[src/rtl/uart_rx.sv]
// ============================================================================
// Module   : uart_rx
// Purpose  : 8N1 UART receiver with 2-flop input synchroniser and mid-bit sampling.
// Revision : 1.0 - initial release
// ============================================================================
`default_nettype none

module uart_rx #(
  parameter int CLK_FREQ     = 100000000,
  parameter int BAUD         = 9600,
  parameter int CLKS_PER_BIT = CLK_FREQ / BAUD
) (
  input  logic       clk,
  input  logic       reset,
  input  logic       rxd,
  output logic [7:0] data,
  output logic       valid,
  output logic       framing_err,
  output logic       busy
);

  localparam int c_CNT_W = (CLKS_PER_BIT > 1) ? $clog2(CLKS_PER_BIT) : 1;
  localparam logic [c_CNT_W-1:0] c_HALF_LAST = c_CNT_W'(CLKS_PER_BIT / 2 - 1);
  localparam logic [c_CNT_W-1:0] c_BIT_LAST  = c_CNT_W'(CLKS_PER_BIT - 1);

  typedef enum logic [2:0] {
    S_IDLE  = 3'd0,
    S_START = 3'd1,
    S_DATA  = 3'd2,
    S_STOP  = 3'd3,
    S_BREAK = 3'd4
  } state_t;

  state_t             r_state;
  logic [1:0]         r_sync;
  logic [c_CNT_W-1:0] r_cnt;
  logic [2:0]         r_idx;
  logic [7:0]         r_shift;
  logic               w_rxd_s;

  assign w_rxd_s = r_sync[1];
  assign busy    = (r_state != S_IDLE);

  always_ff @(posedge clk or negedge reset) begin
    if (!reset) begin
      r_sync      <= 2'b11;
      r_state     <= S_IDLE;
      r_cnt       <= '0;
      r_idx       <= '0;
      r_shift     <= '0;
      data        <= 8'h00;
      valid       <= 1'b0;
      framing_err <= 1'b0;
    end else begin
      r_sync      <= {r_sync[0], rxd};
      valid       <= 1'b0;
      framing_err <= 1'b0;
      case (r_state)
        S_IDLE: begin
          r_cnt <= '0;
          if (!w_rxd_s) r_state <= S_START;
        end
        S_START: begin
          if (r_cnt == c_HALF_LAST) begin
            r_cnt <= '0;
            r_idx <= '0;
            // A line that is high again at mid start bit was only a glitch
            r_state <= w_rxd_s ? S_IDLE : S_DATA;
          end else begin
            r_cnt <= r_cnt + 1'b1;
          end
        end
        S_DATA: begin
          if (r_cnt == c_BIT_LAST) begin
            r_cnt   <= '0;
            r_shift <= {w_rxd_s, r_shift[7:1]};
            r_idx   <= r_idx + 1'b1;
            if (r_idx == 3'd7) r_state <= S_STOP;
          end else begin
            r_cnt <= r_cnt + 1'b1;
          end
        end
        S_STOP: begin
          if (r_cnt == c_BIT_LAST) begin
            r_cnt <= '0;
            if (w_rxd_s) begin
              data    <= r_shift;
              valid   <= 1'b1;
              r_state <= S_IDLE;
            end else begin
              framing_err <= 1'b1;
              r_state     <= S_BREAK;
            end
          end else begin
            r_cnt <= r_cnt + 1'b1;
          end
        end
        S_BREAK: begin
          r_cnt <= '0;
          if (w_rxd_s) r_state <= S_IDLE;
        end
        default: begin
          r_cnt   <= '0;
          r_state <= S_IDLE;
        end
      endcase
    end
  end

endmodule

`default_nettype wire

[config.mk]
export PLATFORM = sky130hd
export DESIGN_NAME = uart_rx
export DESIGN_NICKNAME = d
export VERILOG_FILES = /design/src/rtl/uart_rx.sv
export SDC_FILE = /design/constraint.sdc
export NUM_CORES = 1
export LEC_CHECK = 0
export CAP_MARGIN = 20
export CORE_ASPECT_RATIO = 1.75
export CORE_UTILIZATION = 40
export CTS_CLUSTER_DIAMETER = 40
export DETAILED_ROUTE_END_ITERATION = 7
export HOLD_SLACK_MARGIN = 0.06
export PLACE_DENSITY = 0.7
export SLEW_MARGIN = 30
export SYNTH_ARGS = -nofsm -noshare
export SYNTH_HDL_FRONTEND = slang
export SYNTH_SLANG_ARGS = --single-unit
[constraint.sdc]
create_clock -name clk -period 6.4 [get_ports clk]
set_clock_uncertainty 0.1 [all_clocks]
set_input_delay 1.92 -clock clk [delete_from_list [all_inputs] [get_ports clk]]
set_output_delay 1.92 -clock clk [all_outputs]
set_load 0.005 [all_outputs]
After elaboration in Yosys (flattened, before gate mapping) --
Index checks and enable logic that the tools add are counted.
Word-level totals: register bits after elaboration 40, logic and storage cells 52
Operators by class: add/subtract/negate cells 2, eq/ne operators 13, muxes and demuxes 21, reduce and logical (&&, ||, !) cells 8
Operator list (number):
- 14-bit two-way mux | 2
- 14-bit case mux with 2 select lines | 1
- 3-bit two-way mux | 9
- 3-bit case mux with 5 select lines | 1
- 14-bit by 1-bit adder with 14-bit output (second input constant) | 1
- 14-bit by 13-bit equality test with 1-bit output (second input constant) | 1
- 14-bit equality test (second input constant) | 1
- 2-bit inequality test (second input constant) | 6
- 3-bit by 2-bit equality test with 1-bit output (second input constant) | 2
- 3-bit equality test (second input constant) | 2
- 1-bit two-way mux | 6
- 3-bit case mux with 2 select lines | 1
- 3-bit AND reduction | 2
- 6-bit AND reduction | 1
- 3-bit by 1-bit adder with 3-bit output (second input constant) | 1
- 3-bit by 1-bit equality test with 1-bit output (second input constant) | 1
- 3-bit logical NOT | 1
- 3-bit nonzero test | 1
- 2-bit two-way mux | 1
- 2-bit AND reduction | 1
- 2-bit nonzero test | 1
- 2-bit OR reduction | 1

Longest topological paths before layout --
depth in word-level cells 4, gate-level depth with buffers 6, depth with buffers taken out 5

Least setup slack after synthesis --
Ideal clock, no wire load.
kind reg-to-output, start register r_state[0], end output busy, arrival time 0.905 ns, data required time 4.380 ns, slack 3.475 ns, cell stages (with the launch flop) 3, cells stage by stage dfrtp_1 > bufbuf_16 > or3_1
Between the ends: word-level cells in the longest chain between the ends 1
RTL lines:
- from (decl) | line 34 | state_t r_state;
- from (signal assigned) | line 68 | r_state <= w_rxd_s ? S_IDLE : S_DATA;
- 3-bit nonzero test | line 42 | assign busy = (r_state != S_IDLE);
- to (decl) | line 19 | output logic busy
No other way between the ends.

Worst setup path in the final report --
start register r_state[2], end output busy
Same word-level chain as after synthesis.

==> results.json <==
{
  "status": "finished clean",
  "drt_iter0_drc": 12,
  "ant_nets": 0,
  "seqPwrFrac_pct": 60.2,
  "avgSynthCellArea_um2": 12.8,
  "drive_above_1_share_pct": 22.4,
  "crit_fanout": 7,
  "cts_tree": "done",
  "rsz0062_at_grt": "no",
  "vias": 1191,
  "instances_no_fill": 217,
  "crit_arrival_ps": 1580,
  "hpwl_um": 2440,
  "root_buffer": "clkbuf_8",
  "setup_tns_ps": 0,
  "ys_top_cells_by_area": "dfrtp_1 50%, mux2_4 6.3%, mux2_2 5.3%",
  "grt_overflow_total": 0,
  "hold_path_class": "flop to flop",
  "h-tree-depth": 2,
  "clk_pin_slew_ps": 80,
  "syn2layout_area_growth_pct": 9.32,
  "fmax_ghz": 0.278,
  "yosysTopAreaCellShare_pct": 49.5,
  "p_leak_nw": 0.972,
  "worstSetupStartpointType": "flop",
  "swShare_pct": 21.7,
  "grt_use_total_pct": 14.9,
  "synthDistinctLibCells": 45,
  "p_comb_share_pct": 1.4,
  "diodes": 0,
  "peakVddDrop_mv": 0.197,
  "post-cts-setup-buffers": 0,
  "ys_async_sr_fraction_pct": 100,
  "dpl.cell_count": 209,
  "dieArea_um2": 5090,
  "vias_per_cell": 5.49,
  "hold_viol": 0,
  "rows": 33,
  "finalWirelength_um": 3230,
  "clk_path_buf_depth": 2,
  "p_sw_uw": 91.6,
  "slew_viol_final": 0,
  "initial_core_util_pct": 41.1,
  "gp_congestion": 0.841,
  "drcViolationCount": 0,
  "final_cell_mix": "38 x dfrtp_1, 19 x nor2_1, 12 x clkdlybuf4s50_1, 9 x mux2_2, 8 x mux2_4",
  "grt_antenna_before_repair": 0,
  "boundaryPins": 14,
  "synth_nets": 157,
  "grt_pass1_vias": 1210,
  "synth_area_um2": 1920,
  "p_clk_share_pct": 38.4,
  "numCtsBuffers": 5,
  "final_nets": 171,
  "grt_pass1_wl_um": 5380,
  "synth-seq-cells": 40,
  "die_x_um": 54.4,
  "power_density_nw_per_um2": 201,
  "maxCapViolations": 0,
  "criticalPathCategory": "flop to primary output",
  "firstDrtPassIters": 4,
  "tightest_slew_ps": 845,
  "synth_edf_count": 0,
  "yosysTopAreaCell": "dfrtp_1",
  "cts_resized": 0,
  "ys_seq_area_share_pct": 52.3,
  "synth_flop_cell": "dfrtp_1",
  "wl_per_cell_um": 14.9,
  "syn_inst": 150,
  "worstSkewPairLatency_ps": 290,
  "relSlewSlack_pct": 43.7,
  "clock-sinks": 40,
  "core-area_um2": 4670,
  "yosys_warnings": 0,
  "holdBufCountCts": 0,
  "period_needed_ps": 3600,
  "final_common_cell": "dfrtp_1",
  "intPower_uw": 331,
  "grt_max_degree": 41,
  "fin_crit_sh_pct": 56.2,
  "required_ps": 4380,
  "die_h_um": 93.6,
  "port-buffer-count": 13,
  "cp-end-kind": "primary output",
  "setup_viol": 0
}
-- path summary, 6_finish.rpt --
kind,endpoint,start,cells after the start,slack [ps]
setup reg to reg,data[0],r_cnt[0],5,3780
min in group asynchronous,r_shift[2],reset,1,1630
hold reg to reg,r_sync[1],r_sync[0],0,260
hold / removal,r_sync[1],r_sync[0],0,260
setup / recovery,busy,r_state[2],2,2800
max in group asynchronous,r_cnt[12],reset,1,4030
-- registers in the layout, indices dropped and copies added, names as in the netlist --
| register | cells |
|---|---|
| framing_err | 1 |
| valid | 1 |
| r_idx | 3 |
| r_cnt | 14 |
| data | 8 |
| r_sync | 2 |
| r_shift | 8 |
| r_state | 3 |
-- power groups by stage --
stage / logic (mW) / clock network, mW / registers, mW
after global placement: 0.00604 / 0 / 0.259
after floorplan: 0.000521 / 0 / 0.259
after CTS: 0.00644 / 0.166 / 0.254
after detailed placement: 0.00644 / 0 / 0.259
after global routing: 0.00715 / 0.178 / 0.254
final: 0.00596 / 0.162 / 0.254
-- Yosys cell counts (all sizes together), types with 3 or more instances --
cell   number
nor2       19
xnor2       7
dfrtp      38
mux2       17
ha          4
nand3       4
nand4       5
xor2        5
nand2       6
nor3        3
and3        3
and4        4
-- cells by family after synthesis --
kind of cell / synth area share (%)
buffers and inverters: 5.54
and+or+nand+nor: 18.4
DFF: 52.3
xor gates and xnor gates: 5.48
AOI/OAI and AO/OA: 4.17
adders and majority gates: 2.61
muxes: 11.5
-- layer usage --
layer  share of wire (%)  vias to the layer above  track usage, %  routed length [µm]
li1                    -                      557               -                   -
met1                  36                      601            13.3                1150
met2                  59                       26            27.7                1910
met3                 2.6                        7            4.55                  84
met4                 2.6                        0            7.26                  85
met5                   0                        -               0                   0
-- metrics by stage --
stage | utilization [%] | area (µm²) | total power [mW] | hold WS, ps | setup slack (ps)
floorplan | - | 1920 | 0.260 | 245 | 3470
global placement | 43.1 | 2010 | 0.265 | 247 | 3150
detailed placement | 43.1 | 2010 | 0.266 | 251 | 3120
CTS | 45.0 | 2100 | 0.426 | 257 | 2800
global route | 45.0 | 2100 | 0.440 | 259 | 2710
finish | 45.0 | 2100 | 0.422 | 255 | 2800
-- cell type report --
| type | count | area [µm²] |
|---|---|---|
| timing repair buffer | 13 | 125 |
| multi-input combinational | 102 | 810 |
| sequential | 40 | 1000 |
| clock buffer | 5 | 68.8 |
| inverter | 2 | 7.51 |
| tap | 52 | 65.1 |
| clock inverter | 3 | 18.8 |
| fill | 421 | 2570 |
-- critical path: stages (launching register included) --
cell	delay, ps
dfrtp_1	450
or3_1	390
clkdlybuf4s50_1	450
Power figures use the tool's default switching activity.
